$ cat src/rtl/seg7_scan_ctrl.sv
// Time-multiplexed scan controller for a common-anode 7-segment display sharing one external LUT.
// Optional leading-zero blanking is compiled in when SEG7_LZ_BLANK_EN is defined.
module seg7_scan_ctrl #(
    parameter int NDIG        = 8,
    parameter int REFRESH_DIV = 50000,
    parameter int BLANK_CYC   = 16
) (
    input  logic                iCLK,
    input  logic                iRST,
    input  logic                iEN,
    input  logic                iLOAD,
    input  logic [4*NDIG-1:0]   iDATA,
    input  logic [NDIG-1:0]     iDP,
    output logic [3:0]          oDIG,
    input  logic [7:0]          iSEG,
    output logic [7:0]          oSEG,
    output logic [NDIG-1:0]     oSEL,
    output logic                oFRAME,
    output logic                oPEND
);
    localparam int CNT_W = $clog2(REFRESH_DIV);
    localparam int IDX_W = $clog2(NDIG);
    localparam logic [CNT_W-1:0] CNT_LAST   = CNT_W'(REFRESH_DIV - 1);
    localparam logic [CNT_W-1:0] BLANK_LAST = CNT_W'(BLANK_CYC - 1);
    localparam logic [IDX_W-1:0] IDX_LAST   = IDX_W'(NDIG - 1);

    typedef enum logic [1:0] {
        ST_IDLE  = 2'd0,
        ST_BLANK = 2'd1,
        ST_SHOW  = 2'd2
    } state_t;

    state_t             state_r, state_s;
    logic [CNT_W-1:0]   cnt_r, cnt_s;
    logic [IDX_W-1:0]   idx_r, idx_s;
    logic               wrap_s, commit_s;
    logic [7:0]         seg_s;
    logic [NDIG-1:0]    sel_s;
    logic [4*NDIG-1:0]  stage_data_r, shadow_data_r;
    logic [NDIG-1:0]    stage_dp_r, shadow_dp_r;
    logic               pend_r;
    logic               seg_dp_unused_s;

    // The LUT's dp bit is replaced by our own decimal-point data.
    assign seg_dp_unused_s = iSEG[0];

`ifdef SEG7_LZ_BLANK_EN
    logic [NDIG-1:0] lz_s;

    function automatic logic [NDIG-1:0] lz_mask(input logic [4*NDIG-1:0] d, input logic [NDIG-1:0] p);
        logic run;
        lz_mask = '0;
        run     = 1'b1;
        for (int k = NDIG - 1; k >= 1; k--) begin
            run        = run & (d[4*k +: 4] == 4'h0) & ~p[k];
            lz_mask[k] = run;
        end
    endfunction

    assign lz_s = lz_mask(shadow_data_r, shadow_dp_r);
`else
`endif

    // Next-state logic for the scan FSM, slot counter and digit index
    always_comb begin
        state_s  = state_r;
        cnt_s    = cnt_r;
        idx_s    = idx_r;
        wrap_s   = 1'b0;
        commit_s = 1'b0;
        if (!iEN) begin
            state_s = ST_IDLE;
            cnt_s   = '0;
            idx_s   = '0;
        end else begin
            case (state_r)
                ST_IDLE: begin
                    state_s  = ST_BLANK;
                    cnt_s    = '0;
                    idx_s    = '0;
                    commit_s = 1'b1;
                end
                ST_BLANK: begin
                    cnt_s = cnt_r + CNT_W'(1);
                    if (cnt_r == BLANK_LAST) state_s = ST_SHOW;
                    else                     state_s = ST_BLANK;
                end
                ST_SHOW: begin
                    if (cnt_r == CNT_LAST) begin
                        cnt_s   = '0;
                        state_s = ST_BLANK;
                        if (idx_r == IDX_LAST) begin
                            idx_s    = '0;
                            wrap_s   = 1'b1;
                            commit_s = 1'b1;
                        end else begin
                            idx_s = idx_r + IDX_W'(1);
                        end
                    end else begin
                        cnt_s = cnt_r + CNT_W'(1);
                    end
                end
                default: begin
                    state_s = ST_IDLE;
                    cnt_s   = '0;
                    idx_s   = '0;
                end
            endcase
        end
    end

    // Pin values for the coming state; idx only moves on entry to BLANK, so idx_r is valid in SHOW
    always_comb begin
        seg_s = 8'hFF;
        sel_s = '1;
        if (state_s == ST_SHOW) begin
            sel_s[idx_r] = 1'b0;
`ifdef SEG7_LZ_BLANK_EN
            if (lz_s[idx_r]) seg_s = 8'hFF;
            else             seg_s = {iSEG[7:1], ~shadow_dp_r[idx_r]};
`else
            seg_s = {iSEG[7:1], ~shadow_dp_r[idx_r]};
`endif
        end else begin
            seg_s = 8'hFF;
        end
    end

    // Scan state and registered display pins
    always_ff @(posedge iCLK) begin
        if (iRST) begin
            state_r <= ST_IDLE;
            cnt_r   <= '0;
            idx_r   <= '0;
            oSEG    <= 8'hFF;
            oSEL    <= '1;
            oFRAME  <= 1'b0;
        end else begin
            state_r <= state_s;
            cnt_r   <= cnt_s;
            idx_r   <= idx_s;
            oSEG    <= seg_s;
            oSEL    <= sel_s;
            oFRAME  <= wrap_s;
        end
    end

    // Staging/shadow data; a load coinciding with a commit goes straight to the shadow
    always_ff @(posedge iCLK) begin
        if (iRST) begin
            stage_data_r  <= '0;
            stage_dp_r    <= '0;
            shadow_data_r <= '0;
            shadow_dp_r   <= '0;
            pend_r        <= 1'b0;
        end else if (commit_s) begin
            pend_r <= 1'b0;
            if (iLOAD) begin
                stage_data_r  <= iDATA;
                stage_dp_r    <= iDP;
                shadow_data_r <= iDATA;
                shadow_dp_r   <= iDP;
            end else if (pend_r) begin
                shadow_data_r <= stage_data_r;
                shadow_dp_r   <= stage_dp_r;
            end
        end else if (iLOAD) begin
            stage_data_r <= iDATA;
            stage_dp_r   <= iDP;
            pend_r       <= 1'b1;
        end
    end

    assign oDIG  = shadow_data_r[{idx_r, 2'b00} +: 4];
    assign oPEND = pend_r;

endmodule
$ cat config.mk
export PLATFORM = sky130hd
export DESIGN_NAME = seg7_scan_ctrl
export DESIGN_NICKNAME = d
export VERILOG_FILES = /design/src/rtl/seg7_scan_ctrl.sv
export SDC_FILE = /design/constraint.sdc
export NUM_CORES = 1
export LEC_CHECK = 0
export BUFFER_PORTS_ARGS = -buffer_cell sky130_fd_sc_hd__buf_4
export CAP_MARGIN = 20
export CORE_MARGIN = 2
export CORE_UTILIZATION = 43
export DETAILED_ROUTE_END_ITERATION = 8
export PLACE_DENSITY = 0.61
export RECOVER_POWER = 50
export SLEW_MARGIN = 20
export SYNTH_ARGS = -nofsm -noshare
export SYNTH_HDL_FRONTEND = slang
export SYNTH_SLANG_ARGS = --single-unit
$ cat constraint.sdc
create_clock -name iCLK -period 6.37 [get_ports iCLK]
set_clock_uncertainty 0.15 [all_clocks]
set_input_delay 0.9555 -clock iCLK [delete_from_list [all_inputs] [get_ports iCLK]]
set_output_delay 0.9555 -clock iCLK [all_outputs]
set_load 0.01 [all_outputs]
Yosys cells after proc, flatten, opt, wreduce, memory -nomap -nowiden
Index checks and enable logic that the tools add are counted.
{"block": "classes", "addsub": 2, "order_cmp": 2, "n_eq_ne": 7, "shift": 1, "n_mux": 21, "bitwise_logic": 6, "n_reduce_logical": 9}
{"cell": "2-to-1 mux 32 bit", "count": 2}
{"cell": "one-hot mux 16 bit (2 select lines)", "count": 1}
{"cell": "indexed part select 32 x 6 -> 4 bit", "count": 1}
{"cell": "adder 16 x 1 -> 16 bit, second input constant", "count": 1}
{"cell": "equality test 16 bit, second input constant", "count": 1}
{"cell": "equality test 16 x 4 -> 1 bit, second input constant", "count": 1}
{"cell": "2-to-1 mux 16 bit", "count": 1}
{"cell": "2-to-1 mux 8 bit", "count": 2}
{"cell": "inverter 8 bit", "count": 1}
{"cell": "2-to-1 mux 2 bit", "count": 3}
{"cell": "2-to-1 mux 3 bit", "count": 2}
{"cell": "one-hot mux 2 bit (3 select lines)", "count": 1}
{"cell": "one-hot mux 3 bit (2 select lines)", "count": 1}
{"cell": "OR reduction 2 bit", "count": 3}
{"cell": "2-to-1 mux 1 bit", "count": 5}
{"cell": "inverter 1 bit", "count": 5}
{"cell": "equality test 2 bit, second input constant", "count": 2}
{"cell": "less-than comparator 3 x 4 -> 1 bit, second input constant", "count": 1}
{"cell": "AND reduction 2 bit", "count": 2}
{"cell": "adder 3 x 1 -> 3 bit, second input constant", "count": 1}
{"cell": "binary-select mux 1 bit (select 3 bit)", "count": 1}
{"cell": "demux 1 bit (select 3 bit)", "count": 1}
{"cell": "equality test 3 bit, second input constant", "count": 1}
{"cell": ">= comparator 3 x 1 -> 1 bit, second input constant", "count": 1}
{"cell": "other kinds (7)", "count": 7}
{"block": "totals", "reg_bits": 119, "in_bits": 52, "out_inout_bits": 22, "elab_cells": 59}

Longest topological paths before layout
{"block": "depth", "word_depth": 7, "ltp_mapped": 8, "depth_no_buf": 6}

Least setup slack after synthesis
No wires, ideal clock.
{"block": "synth_timing", "path_type": "reg2out", "from": "reg idx_r[2]", "to": "out oDIG[2]", "arrival_time_ns": 1.574, "required_time_ns": 5.264, "setup_slack_ns": 3.690, "path_stages_with_launch": 6, "n_path_buf": 3, "cell_sequence": "dfxtp_1 -> clkbuf_1 -> clkbuf_1 -> clkbuf_1 -> a31oi_1 -> o211ai_1"}
{"block": "synth_via", "elab_chain_cells": 1}
{"item": "start, declared", "line": "35", "text": "logic [IDX_W-1:0] idx_r, idx_s;"}
{"item": "start signal, assigned", "line": "141", "text": "idx_r <= idx_s;"}
{"item": "indexed part select 32 x 6 -> 4 bit", "line": "174", "text": "assign oDIG = shadow_data_r[{idx_r, 2'b00} +: 4];"}
{"item": "end, declared", "line": "14", "text": "output logic [3:0] oDIG,"}
No other way between the ends.

Worst setup path after layout
{"block": "layout_timing", "from": "in iLOAD", "to": "reg shadow_dp_r[4]"}
{"block": "layout_via", "elab_chain_cells": 2, "elab_cells_between_ends": 3, "cone_classes": "mux (1); reduce/logical (2)"}
{"item": "start, declared", "line": "11", "text": "input logic iLOAD,"}
{"item": "nonzero test 2 bit (no line)"}
{"item": "AND reduction 2 bit (no line)"}
{"item": "end signal, assigned", "line": "162", "text": "shadow_dp_r <= iDP;"}
{"item": "end signal, assigned", "line": "165", "text": "shadow_dp_r <= stage_dp_r;"}
{"item": "end, declared", "line": "40", "text": "logic [NDIG-1:0] stage_dp_r, shadow_dp_r;"}
Several ways; a longest one is shown, not always the timed one.
A chain may end at the register's enable or synchronous reset.

==> flow_summary.toml <==
[drt]
dr.pass1.iters = 5
drtIter0Drc = 158
routedWlPerCell_um = 14.6
viasPerCell = 5.06
vias = 3528
drc = 0
drt-total-wl_mm = 10.2
drtAntennaViolNets = 0

[place]
numPortBuffers = 72
place_inst = 665
place_congestion = 0.823
post-dp-hpwl_mm = 6.52

[sta]
relSlewSlack_pct = -133
rsz0062_at_grt = "no"
report.final.setup_viol = 0
hold_violations = 0
timing.fmax_mhz = 226
tightest_slew_ns = 3.50
finalSetupTns_ns = 0
min_period_over_period_pct = 69.5
fin_crit_ns = 4.43
drv_slew = 127

[clock_network]
htreeDepth = 4
cts_inserted_buffers = 17
cts.sinks = 119
tritoncts = "done"
ctsResizeCount = 0
clk_latency_ns = 0.40
cts_max_path_buffers = 2
path_clk_slew_ns = 0.05
post-cts-setup-buffer-count = 0
hold_buffers = 0
ctsRootBufferMaster = "clkbuf_16"

[power_and_ir_drop]
peakVddDrop_mv = 0.165
p_switching_mw = 0.382
p_sw_share_pct = 20.0
p_int_mw = 1.53
pwr-share-clk_pct = 52.8
seq_power_share_pct = 41.0
pwr_density_cell_nw_per_um2 = 308
comb_power_share_pct = 6.2
power_leakage_nw = 2.50

[final_layout]
final_core_util_pct = 54.1
nNetsFinal = 600
layout-drive-gt1-share_pct = 26.9
multi_input_area_sq_um = 2510
mostFrequentLayoutCell = "dfxtp_1"
areaGrowthSynthToFinish_pct = 22.2
final_cells = 697
layout_common_cells = "119 x dfxtp_1, 54 x buf_4, 46 x nor2_1"
seq_area_sq_um = 2380
final.fill_count = 1020
n_antenna_cell = 0

[grt]
grt_pass1_vias = 3467
grt_pass1_wl_mm = 17.0
grt_max_degree = 85
antenna_found_initial = 0
track_usage_pct = 16.5
overflow = 0

[floorplan]
die_h_um = 113
die_area_sq_um = 12700
num_rows = 39
pin_count = 74
start_util_pct = 44.3
die_w_um = 113
core_area_sq_um = 11500

[synthesis]
synth_top_family_by_area = "multiplexers"
ys_seq_elements = 119
syn_inst = 483
yosysWarnings = 0
synth_nets = 542
syn_area_per_cell_sq_um = 10.5
synthSimpleGateAreaFrac_pct = 20.7
synth_cell_types = 53
synth_xor_xnor_area_share_pct = 2.07
syn_area_sq_um = 5080
synthArstFlopShare_pct = 0
synth-adder-area-share_pct = 1.72
synth-edff-count = 0
synthMuxAreaShare_pct = 21.1
synth_compound_gate_area_share_pct = 3.50
ys.flop_type = "dfxtp_1"
synth-seq-area-share_pct = 46.9

[run_status]
status = "complete, but fails checks"
failed_checks = "max-capacitance violations, max-slew violations"

[min_path]
hp-class = "flop to flop"

[worst_setup_path]
end_kind = "flop"
path_max_fanout = 41
cp.arrival_ns = 4.56
worstPathRequired_ns = 6.50
criticalPathCategory = "primary input to flop"
crit_path_start_kind = "primary input"

[flow_run]
max_cap_viol_count = 2
-- Yosys cell counts, types with 4 or more instances --
library cell / instances / area share (%)
mux4_2: 6 / 2.7
a21oi_1: 6 / 0.59
xnor2_1: 10 / 1.7
nor3_1: 20 / 2.0
dfxtp_1: 119 / 47
nand4b_1: 8 / 1.4
and3_1: 4 / 0.49
buf_6: 4 / 0.89
clkbuf_1: 21 / 1.6
buf_2: 8 / 0.79
nor2_1: 46 / 3.4
nor3b_1: 7 / 1.0
mux2i_1: 42 / 8.3
nand4_1: 11 / 1.4
inv_1: 6 / 0.44
nand2_1: 16 / 1.2
nand3b_1: 4 / 0.59
mux2_2: 44 / 9.8
ha_1: 7 / 1.7
nand3_1: 7 / 0.69
nor2b_1: 41 / 5.1
nor4_1: 6 / 0.74
-- area by class of cell --
type	instances	area share (%)
Clock buffer	23	7.86
Timing Repair Buffer	74	7.74
Inverter	6	0.363
Sequential cell	119	38.4
Clock inverter	9	2.34
Tap cell	143	2.88
Multi-Input combinational cell	323	40.4
-- cell families after synthesis --
logic type | after synthesis
AOI/OAI and AO/OA | 24
xor gates and xnor gates | 12
adders and majority gates | 7
buffers and inverters | 41
DFF | 119
muxes | 94
and+or+nand+nor | 186
-- power by group through the flow --
stage	registers, mW	clock network [mW]	logic, mW
final	0.783	1.01	0.119
after global routing	0.785	1.07	0.131
after CTS	0.783	1.03	0.118
after detailed placement	0.798	0	0.118
after global placement	0.798	0	0.116
after floorplan	0.795	0	0.0802
-- through the flow --
stage / cell area (sq um) / hold slack [ns] / total power [mW] / worst slack [ns]
6_report: 6210 / 0.335 / 1.91 / 1.94
5_1_grt: 6210 / 0.360 / 1.98 / 1.63
4_1_cts: 6280 / 0.339 / 1.93 / 2.82
3_5_place_dp: 5640 / 0.332 / 0.916 / 3.24
3_3_place_gp: 5640 / 0.322 / 0.913 / 3.25
2_1_floorplan: 5080 / 0.296 / 0.875 / 3.69
-- critical path, stage by stage --
cell and delay [ns]:
clkbuf_1 2.01, nor2_1 0.33, nor3b_1 0.49, a21oi_4 0.08, buf_4 0.30, mux2_1 0.37
-- per-layer routing --
metal  vias to the layer above  track usage (%)  wire, um
li1                       1815                -         -
met1                      1652             23.2      5330
met5                         -                0         0
met2                        57             24.4      4470
met3                         4             3.94       333
met4                         0             6.59        52
-- path summary, 6_finish.rpt --
path,from,end,slack (ns),cells after the start
max,iLOAD,shadow_dp_r[4],1.94,6
min,cnt_r[0],cnt_r[0],0.34,1
max reg2reg,idx_r[1],shadow_dp_r[4],3.44,7
min reg2reg,cnt_r[0],cnt_r[0],0.34,1
-- registers in the layout, indices dropped and copies added (netlist names) --
signal and cells:
oSEG 8, oFRAME 1, oPEND 1, shadow_dp_r 8, oSEL 8, shadow_data_r 32, stage_data_r 32, idx_r 3
stage_dp_r 8, state_r 2, cnt_r 16
No activity file was read; power rests on OpenSTA's default activity.
